File: config.mk
export PLATFORM = sky130hd
export DESIGN_NAME = shift_mix_columns
export DESIGN_NICKNAME = d
export VERILOG_FILES = /design/src/rtl/aes_pkg.sv /design/src/rtl/mix_single_column.sv /design/src/rtl/shift_mix_columns.sv
export SDC_FILE = /design/constraint.sdc
export NUM_CORES = 1
export LEC_CHECK = 0
export ABC_AREA = 1
export BUFFER_PORTS_ARGS = -buffer_cell sky130_fd_sc_hd__buf_2
export CAP_MARGIN = 5
export CELL_PAD_IN_SITES_DETAIL_PLACEMENT = 0
export CELL_PAD_IN_SITES_GLOBAL_PLACEMENT = 1
export CORE_ASPECT_RATIO = 1.25
export CORE_MARGIN = 3
export CORE_UTILIZATION = 40
export CTS_CLUSTER_DIAMETER = 200
export DETAILED_ROUTE_END_ITERATION = 10
export PLACE_DENSITY_LB_ADDON = 0.08
export SLEW_MARGIN = 20
export SYNTH_ARGS = -nofsm -noshare
export SYNTH_HDL_FRONTEND = slang
export SYNTH_SLANG_ARGS = --single-unit
File: constraint.sdc
create_clock -name Clk -period 2.55 [get_ports Clk]
set_input_delay 0.51 -clock Clk [delete_from_list [all_inputs] [get_ports Clk]]
set_output_delay 0.51 -clock Clk [all_outputs]
set_load 0.005 [all_outputs]
File: src/rtl/aes_pkg.sv
`default_nettype none
// ============================================================================
//  Module      : aes_pkg
//  Description : Shared AES round-stage definitions: state width, byte
//                addressing, GF(2^8) xtime and round-stage FSM encoding.
//  Revision    : 1.0 - initial release
// ============================================================================
package aes_pkg;

    localparam int AES_STATE_W = 128;

    localparam logic [1:0] c_st_idle   = 2'd0;
    localparam logic [1:0] c_st_mix    = 2'd1;
    localparam logic [1:0] c_st_commit = 2'd2;
    localparam logic [1:0] c_st_done   = 2'd3;

    // MSB position of byte s(r,c) in the row-major 128-bit state
    function automatic int byte_idx(input int r, input int c);
        return AES_STATE_W - 1 - 8 * (4 * r + c);
    endfunction

    function automatic logic [7:0] xtime(input logic [7:0] b);
        return {b[6:0], 1'b0} ^ (b[7] ? 8'h1b : 8'h00);
    endfunction

endpackage
`default_nettype wire

File: src/rtl/mix_single_column.sv
`default_nettype none
// ============================================================================
//  Module      : mix_single_column
//  Description : Combinational AES MixColumns transform of one 32-bit column
//                (a0 in the top byte).
//  Revision    : 1.0 - initial release
// ============================================================================
module mix_single_column
    import aes_pkg::*;
(
    input  logic [31:0] i_col,
    output logic [31:0] o_col
);

    logic [3:0][7:0] w_a;
    logic [3:0][7:0] w_x2;
    logic [3:0][7:0] w_x3;

    for (genvar i = 0; i < 4; i++) begin : g_byte
        assign w_a[i]  = i_col[31-8*i -: 8];
        assign w_x2[i] = xtime(w_a[i]);
        assign w_x3[i] = w_x2[i] ^ w_a[i];
    end

    assign o_col = {w_x2[0] ^ w_x3[1] ^ w_a[2]  ^ w_a[3],
                    w_a[0]  ^ w_x2[1] ^ w_x3[2] ^ w_a[3],
                    w_a[0]  ^ w_a[1]  ^ w_x2[2] ^ w_x3[3],
                    w_x3[0] ^ w_a[1]  ^ w_a[2]  ^ w_x2[3]};

endmodule
`default_nettype wire

File: src/rtl/shift_mix_columns.sv
`default_nettype none
// ============================================================================
//  Module      : shift_mix_columns
//  Description : Sequential ShiftRows + MixColumns stage, one column per clock,
//                with final-round MixColumns bypass and enable/ready handshake.
//  Revision    : 1.0 - initial release
// ============================================================================
module shift_mix_columns
    import aes_pkg::*;
(
    input  logic                   Clk,
    input  logic                   Rst,
    input  logic                   En_SMC,
    input  logic                   Last_SMC,
    input  logic [AES_STATE_W-1:0] In_SMC,
    output logic                   Ry_SMC,
    output logic                   Busy_SMC,
    output logic [AES_STATE_W-1:0] Out_SMC
);

    logic [1:0]             r_state;
    logic [1:0]             w_state_next;
    logic [1:0]             r_col;
    logic                   r_last;
    logic [AES_STATE_W-1:0] r_work;
    logic [AES_STATE_W-1:0] w_shifted;
    logic [AES_STATE_W-1:0] w_work_next;
    logic [3:0][31:0]       w_cols;
    logic [31:0]            w_mix_in;
    logic [31:0]            w_mix_out;

    // ShiftRows is wiring; the mixed column is written back only at r_col
    for (genvar r = 0; r < 4; r++) begin : g_row
        for (genvar c = 0; c < 4; c++) begin : g_col
            assign w_shifted[byte_idx(r, c) -: 8]   = In_SMC[byte_idx(r, (c + r) % 4) -: 8];
            assign w_cols[c][31-8*r -: 8]           = r_work[byte_idx(r, c) -: 8];
            assign w_work_next[byte_idx(r, c) -: 8] = (r_col == 2'(c)) ? w_mix_out[31-8*r -: 8]
                                                                       : r_work[byte_idx(r, c) -: 8];
        end
    end

    assign w_mix_in = w_cols[r_col];

    mix_single_column u_mix (
        .i_col (w_mix_in),
        .o_col (w_mix_out)
    );

    always_comb begin
        w_state_next = r_state;
        case (r_state)
            c_st_idle:   if (En_SMC) w_state_next = Last_SMC ? c_st_commit : c_st_mix;
            c_st_mix:    if (r_col == 2'd3 || r_last) w_state_next = c_st_commit;
            c_st_commit: w_state_next = c_st_done;
            c_st_done:   if (!En_SMC) w_state_next = c_st_idle;
            default:     w_state_next = c_st_idle;
        endcase
    end

    assign Busy_SMC = (r_state == c_st_mix) || (r_state == c_st_commit);

    always_ff @(posedge Clk or negedge Rst) begin
        if (!Rst) begin
            r_state <= c_st_idle;
            r_col   <= 2'd0;
            r_last  <= 1'b0;
            r_work  <= '0;
            Out_SMC <= '0;
            Ry_SMC  <= 1'b0;
        end else begin
            r_state <= w_state_next;
            case (r_state)
                c_st_idle: begin
                    if (En_SMC) begin
                        r_work <= w_shifted;
                        r_last <= Last_SMC;
                        r_col  <= 2'd0;
                    end
                end
                c_st_mix: begin
                    r_work <= w_work_next;
                    r_col  <= r_col + 2'd1;
                end
                c_st_commit: begin
                    Out_SMC <= r_work;
                    Ry_SMC  <= 1'b1;
                end
                c_st_done: begin
                    if (!En_SMC) Ry_SMC <= 1'b0;
                end
                default: ;
            endcase
        end
    end

endmodule
`default_nettype wire

## After elaboration in Yosys (flattened, before gate mapping)

Index checks and enable logic that the tools add are counted.

| operators by class | value |
|---|---|
| bitwise gates (word level) | 20 |
| $add $sub $neg | 1 |
| eq/ne operators | 13 |
| mux-type cells | 33 |
| $lt $le $gt $ge | 1 |
| reductions and logical operators | 14 |

Operators with widths:

| operator | count |
|---|---|
| 128-bit one-hot mux with 2 select lines | 1 |
| 8-bit bitwise XOR | 20 |
| 128-bit two-way mux | 1 |
| 8-bit two-way mux | 16 |
| 32-bit binary-select mux with 2-bit select | 1 |
| 32-bit two-way mux | 1 |
| 5-bit two-way mux | 4 |
| 3-bit AND reduction | 5 |
| 2-bit inequality test (second input constant) | 7 |
| 2-bit two-way mux | 5 |
| 2-bit == test (second input constant) | 4 |
| 2-bit one-hot mux with 4 select lines | 1 |
| 2-bit AND reduction | 3 |
| 2-bit by 1-bit == test with 1-bit output (second input constant) | 2 |
| 2-bit logical NOT | 2 |
| 2-bit one-hot mux with 2 select lines | 1 |
| 2-bit nonzero test | 2 |
| 2-bit by 3-bit < comparator with 1-bit output (second input constant) | 1 |
| 2-bit by 1-bit adder with 2-bit output (second input constant) | 1 |
| 1-bit logical OR | 2 |
| 1-bit one-hot mux with 2 select lines | 1 |
| 1-bit two-way mux | 1 |

| word-level totals | value |
|---|---|
| bits of input ports | 132 |
| word-level logic and storage cells | 91 |
| flip-flop bits (word level) | 262 |

## Depth between registers and ports, before layout

| depth | value |
|---|---|
| depth in word-level cells | 10 |
| gate-level depth with buffers | 15 |

## By module

From an unflattened synthesis, not the netlist that was laid out.

| unflattened totals | value |
|---|---|
| cell total of the unflattened synthesis | 1909 |
| area, all modules | 14350.0 um2 |

By module, submodules not included:

| module | area each (um2) | cells an instance | times used |
|---|---|---|---|
| shift_mix_columns | 12340.6 | 1473 | 1 |
| mix_single_column | 2009.4 | 436 | 1 |

## Worst setup path before layout

OpenSTA, ideal clock, no wires.

| timing path | value |
|---|---|
| kind | reg2reg |
| start point | reg r_state[1] |
| end point | reg r_work[112] |
| clock period less this slack | 1.834 ns |
| data required time | 2.477 ns |
| setup slack | 0.716 ns |
| setup time | 0.073 ns |
| stages on the path, launching flop included | 11 |
| data arrival time | 1.761 ns |
| cells stage by stage | dfrtp_1 inv_1 ha_1 buf_2 inv_2 o21ai_4 o21ai_2 inv_1 clkbuf_1 nor2_1 a21oi_2 |

| between the ends | value |
|---|---|
| longest elaborated chain between the ends | 3 |

Ends and longest elaborated chain:

| what | RTL line | text |
|---|---|---|
| from (decl) | shift_mix_columns.sv:21 | `logic [1:0] r_state;` |
| from (signal assigned) | shift_mix_columns.sv:64 | `r_state <= c_st_idle;` |
| from (signal assigned) | shift_mix_columns.sv:71 | `r_state <= w_state_next;` |
| 2-bit by 1-bit == test with 1-bit output / 2-bit logical NOT (equally long branches) | shift_mix_columns.sv:72 | `case (r_state)` |
| 2-bit inequality test (no line) / 2-bit nonzero test (equally long branches) | - |  |
| 3-bit AND reduction (no line) | - |  |
| to (signal assigned) | shift_mix_columns.sv:75 | `r_work <= w_shifted;` |
| to (signal assigned) | shift_mix_columns.sv:81 | `r_work <= w_work_next;` |
| to (decl) | shift_mix_columns.sv:25 | `logic [AES_STATE_W-1:0] r_work;` |

Parallel ways exist; a longest one is shown, timed or not.
A chain may end at the register's enable or synchronous reset.

## Worst setup path in the final report

| timing path | value |
|---|---|
| start point | reg r_state[1] |
| end point | reg r_work[16] |

Same word-level chain as after synthesis.

==> reports/results.ini <==
[floorplan]
die_y_um = 217
die_x_um = 174
coreArea_sq_um = 34700
die_area_sq_um = 37800
start_util_pct = 40.9
io_pins = 262
rows = 76

[routing]
initialDrtViolationCount = 752
via_count = 12800
antenna_left = 0
viasPerCell = 5.21
dr.pass1.iters = 5
avgRoutedWirePerCell_um = 19.6
drt_wl_total_um = 47900
drc = 0

[global_route]
grt_pass1_wl_um = 74500
grt_max_degree = 73
grt_util_all_layers_pct = 25.1
grt_overflow = 0
grt_pass1_vias = 12800
grt_antenna_before_repair = 0

[cells_and_area]
final_cells = 2449
fill_cells = 3403
seqCellArea_sq_um = 6560
drive_gt1_share_pct = 30.3
area_growth_pct = 20.3
n_antenna_cell = 0
utilization_pct = 49.2
multiInputGateArea_sq_um = 7010
final_cell_area_sq_um = 17100
fin_nets = 2101

[timing]
fin_crit_ns = 2.32
worstMarginPinSlew_ns = 0.964
fmax_mhz = 431
slew_headroom_pct = 35.5
whs_ns = 0.237
hold_viol_final = 0
drv_slew = 0
fin_crit_sh_pct = 91.0
fin_skew_ns = 0.0139
fin_setup_tns_ns = 0
setup-violations-final = 0
setup_slack_ns = 0.230
rsz0062_at_grt = no

[power_and_ir_drop]
ir_worst_vdd_mv = 0.647
p_per_area_nw_per_um2 = 1730
totalPowerFinal_mw = 29.6
leakagePower_nw = 8.09

[worst_setup_path]
slowest_delay_ns = 0.76
end_kind = flop
worstSetupStartpointType = flop
critical-path-slowest-cell = o21ai_4
critPathArrivalTime_ns = 2.75
path_class = reg2reg
worst-path-max-fanout = 25
cp.required_ns = 2.98
crit_chain = inv_1 > ha_2 > inv_4 > o21ai_4 > inv_1 > buf_4 > nor2_1 > a21oi_1
critPathBufInv = 4
cp_top_family = compound AO/OA/AOI/OAI gates
crit_top_cell = inv_1

[cts]
path_clk_slew_ns = 0.06
cts-root-buf = clkbuf_16
numCtsBuffers = 28
clk-insertion-delay-late_ns = 0.55
tritoncts = built
cts.path.max_buffers = 3
clock_sinks = 262
cts_max_level = 1

[placement]
port_buffers = 261
routabilityCongestion = 0.861
place_hpwl_um = 34400
place_inst = 2397
postPlaceCellArea_sq_um = 16100
dp_slack_ns = 0.241

[yosys]
synthCells = 1718
ys_types = 35
syn_avg_cell_area_sq_um = 8.26
synthArstFlopShare_pct = 100
synth-edff-count = 0
yosysMostFrequentCell = nand2_1
yosysTopAreaCell = dfrtp_1
synthTopCellsByCount = nand2_1 (540), dfrtp_1 (262), a21oi_1 (228)
ys_ff_latch = 262
syn_nets = 1859
synth_top_flop_cell = dfrtp_1
yosysSeqAreaShare_pct = 46.2
synth_area_sq_um = 14200
yosys-top-cells-area = dfrtp_1 (46%), nand2_1 (14%), mux2_2 (8.8%), a21oi_1 (8.0%), nand3_1 (4.7%)
synth_warnings = 0
yosysTopAreaCellShare_pct = 46.2

[outcome]
status = completed

[hold_path]
hold_class = in2reg

[flow_run]
maxCapViolations = 0

## metal layers
metal	vias up	track usage (%)	part of all wire, %
li1	6166	-	-
met1	6154	32.7	43
met2	373	44.8	50
met3	71	2.93	4.9
met4	0	6.12	2.2
met5	-	0	0
## layout make-up
class	instances	area share [%]
Multi-Input combinational cell	1316	41.0
Sequential cell	262	38.4
Timing Repair Buffer	297	10.3
Clock buffer	43	5.03
Tap cell	468	3.43
Inverter	55	1.22
Clock inverter	8	0.542
## sequential cells by signal, summed over array words and instances (netlist names)
| signal | flops |
|---|---|
| r_work | 128 |
| r_col | 2 |
| Ry_SMC | 1 |
| r_state | 2 |
| r_last | 1 |
| Out_SMC | 128 |
## worst register-to-register path, stage by stage, from the launching register on
cell	delay, ns
dfrtp_1	0.43
inv_1	0.13
ha_2	0.22
inv_4	0.06
o21ai_4	0.76
inv_1	0.14
buf_4	0.26
nor2_1	0.14
a21oi_1	0.05
## report_power, final
group          leakage [nW]  switching, mW  internal (mW)  total (mW)
clock network         0.470           1.69           2.50        4.19
logic                  4.72           11.2           6.39        17.6
registers              2.90           1.49           6.34        7.83
## layout by cell type (no fill, tap or decap), drive strengths merged, types with 2 or more instances in the layout
cell type  Yosys  layout
or2            2       2
nand2        587     587
nand3        161     161
xnor2          4       4
a22oi          3       3
nand4          2       2
mux2         111     111
inv           55      55
buf           35     296
dfrtp        262     262
a21oi        272     272
nor2         150     150
bufinv         0       2
clkinv         0       5
o21ai         10      10
clkbuf        50      43
ha             9       9
## path summary, 6_finish.rpt
kind	cells after the start	end	from	slack (ns)
setup / recovery	8	r_work[16]	r_state[1]	0.23
hold / removal	2	r_last	Last_SMC	0.24
setup reg to reg	8	r_work[16]	r_state[1]	0.23
hold reg to reg	1	Out_SMC[106]	Out_SMC[106]	0.50
max in group asynchronous	3	Out_SMC[13]	Rst	1.28
min in group asynchronous	2	Out_SMC[126]	Rst	0.54
## cells by family after synthesis
kind of cell / synth area share (%)
AND/OR/NAND/NOR: 27.5
AO/OA/AOI/OAI: 11.6
flip-flops: 46.2
buffers and inverters: 4.69
multiplexers: 8.81
adder cells (fa/ha/maj): 0.794
XOR/XNOR: 0.362
## what timing repair did
item,in CTS,in global routing
endpoints found under the hold margin,65,0
setup endpoints to repair,0,0
buffers inserted,0,0
hold buffers,1,0
resized for setup,0,0
Power figures use the tool's default switching activity.
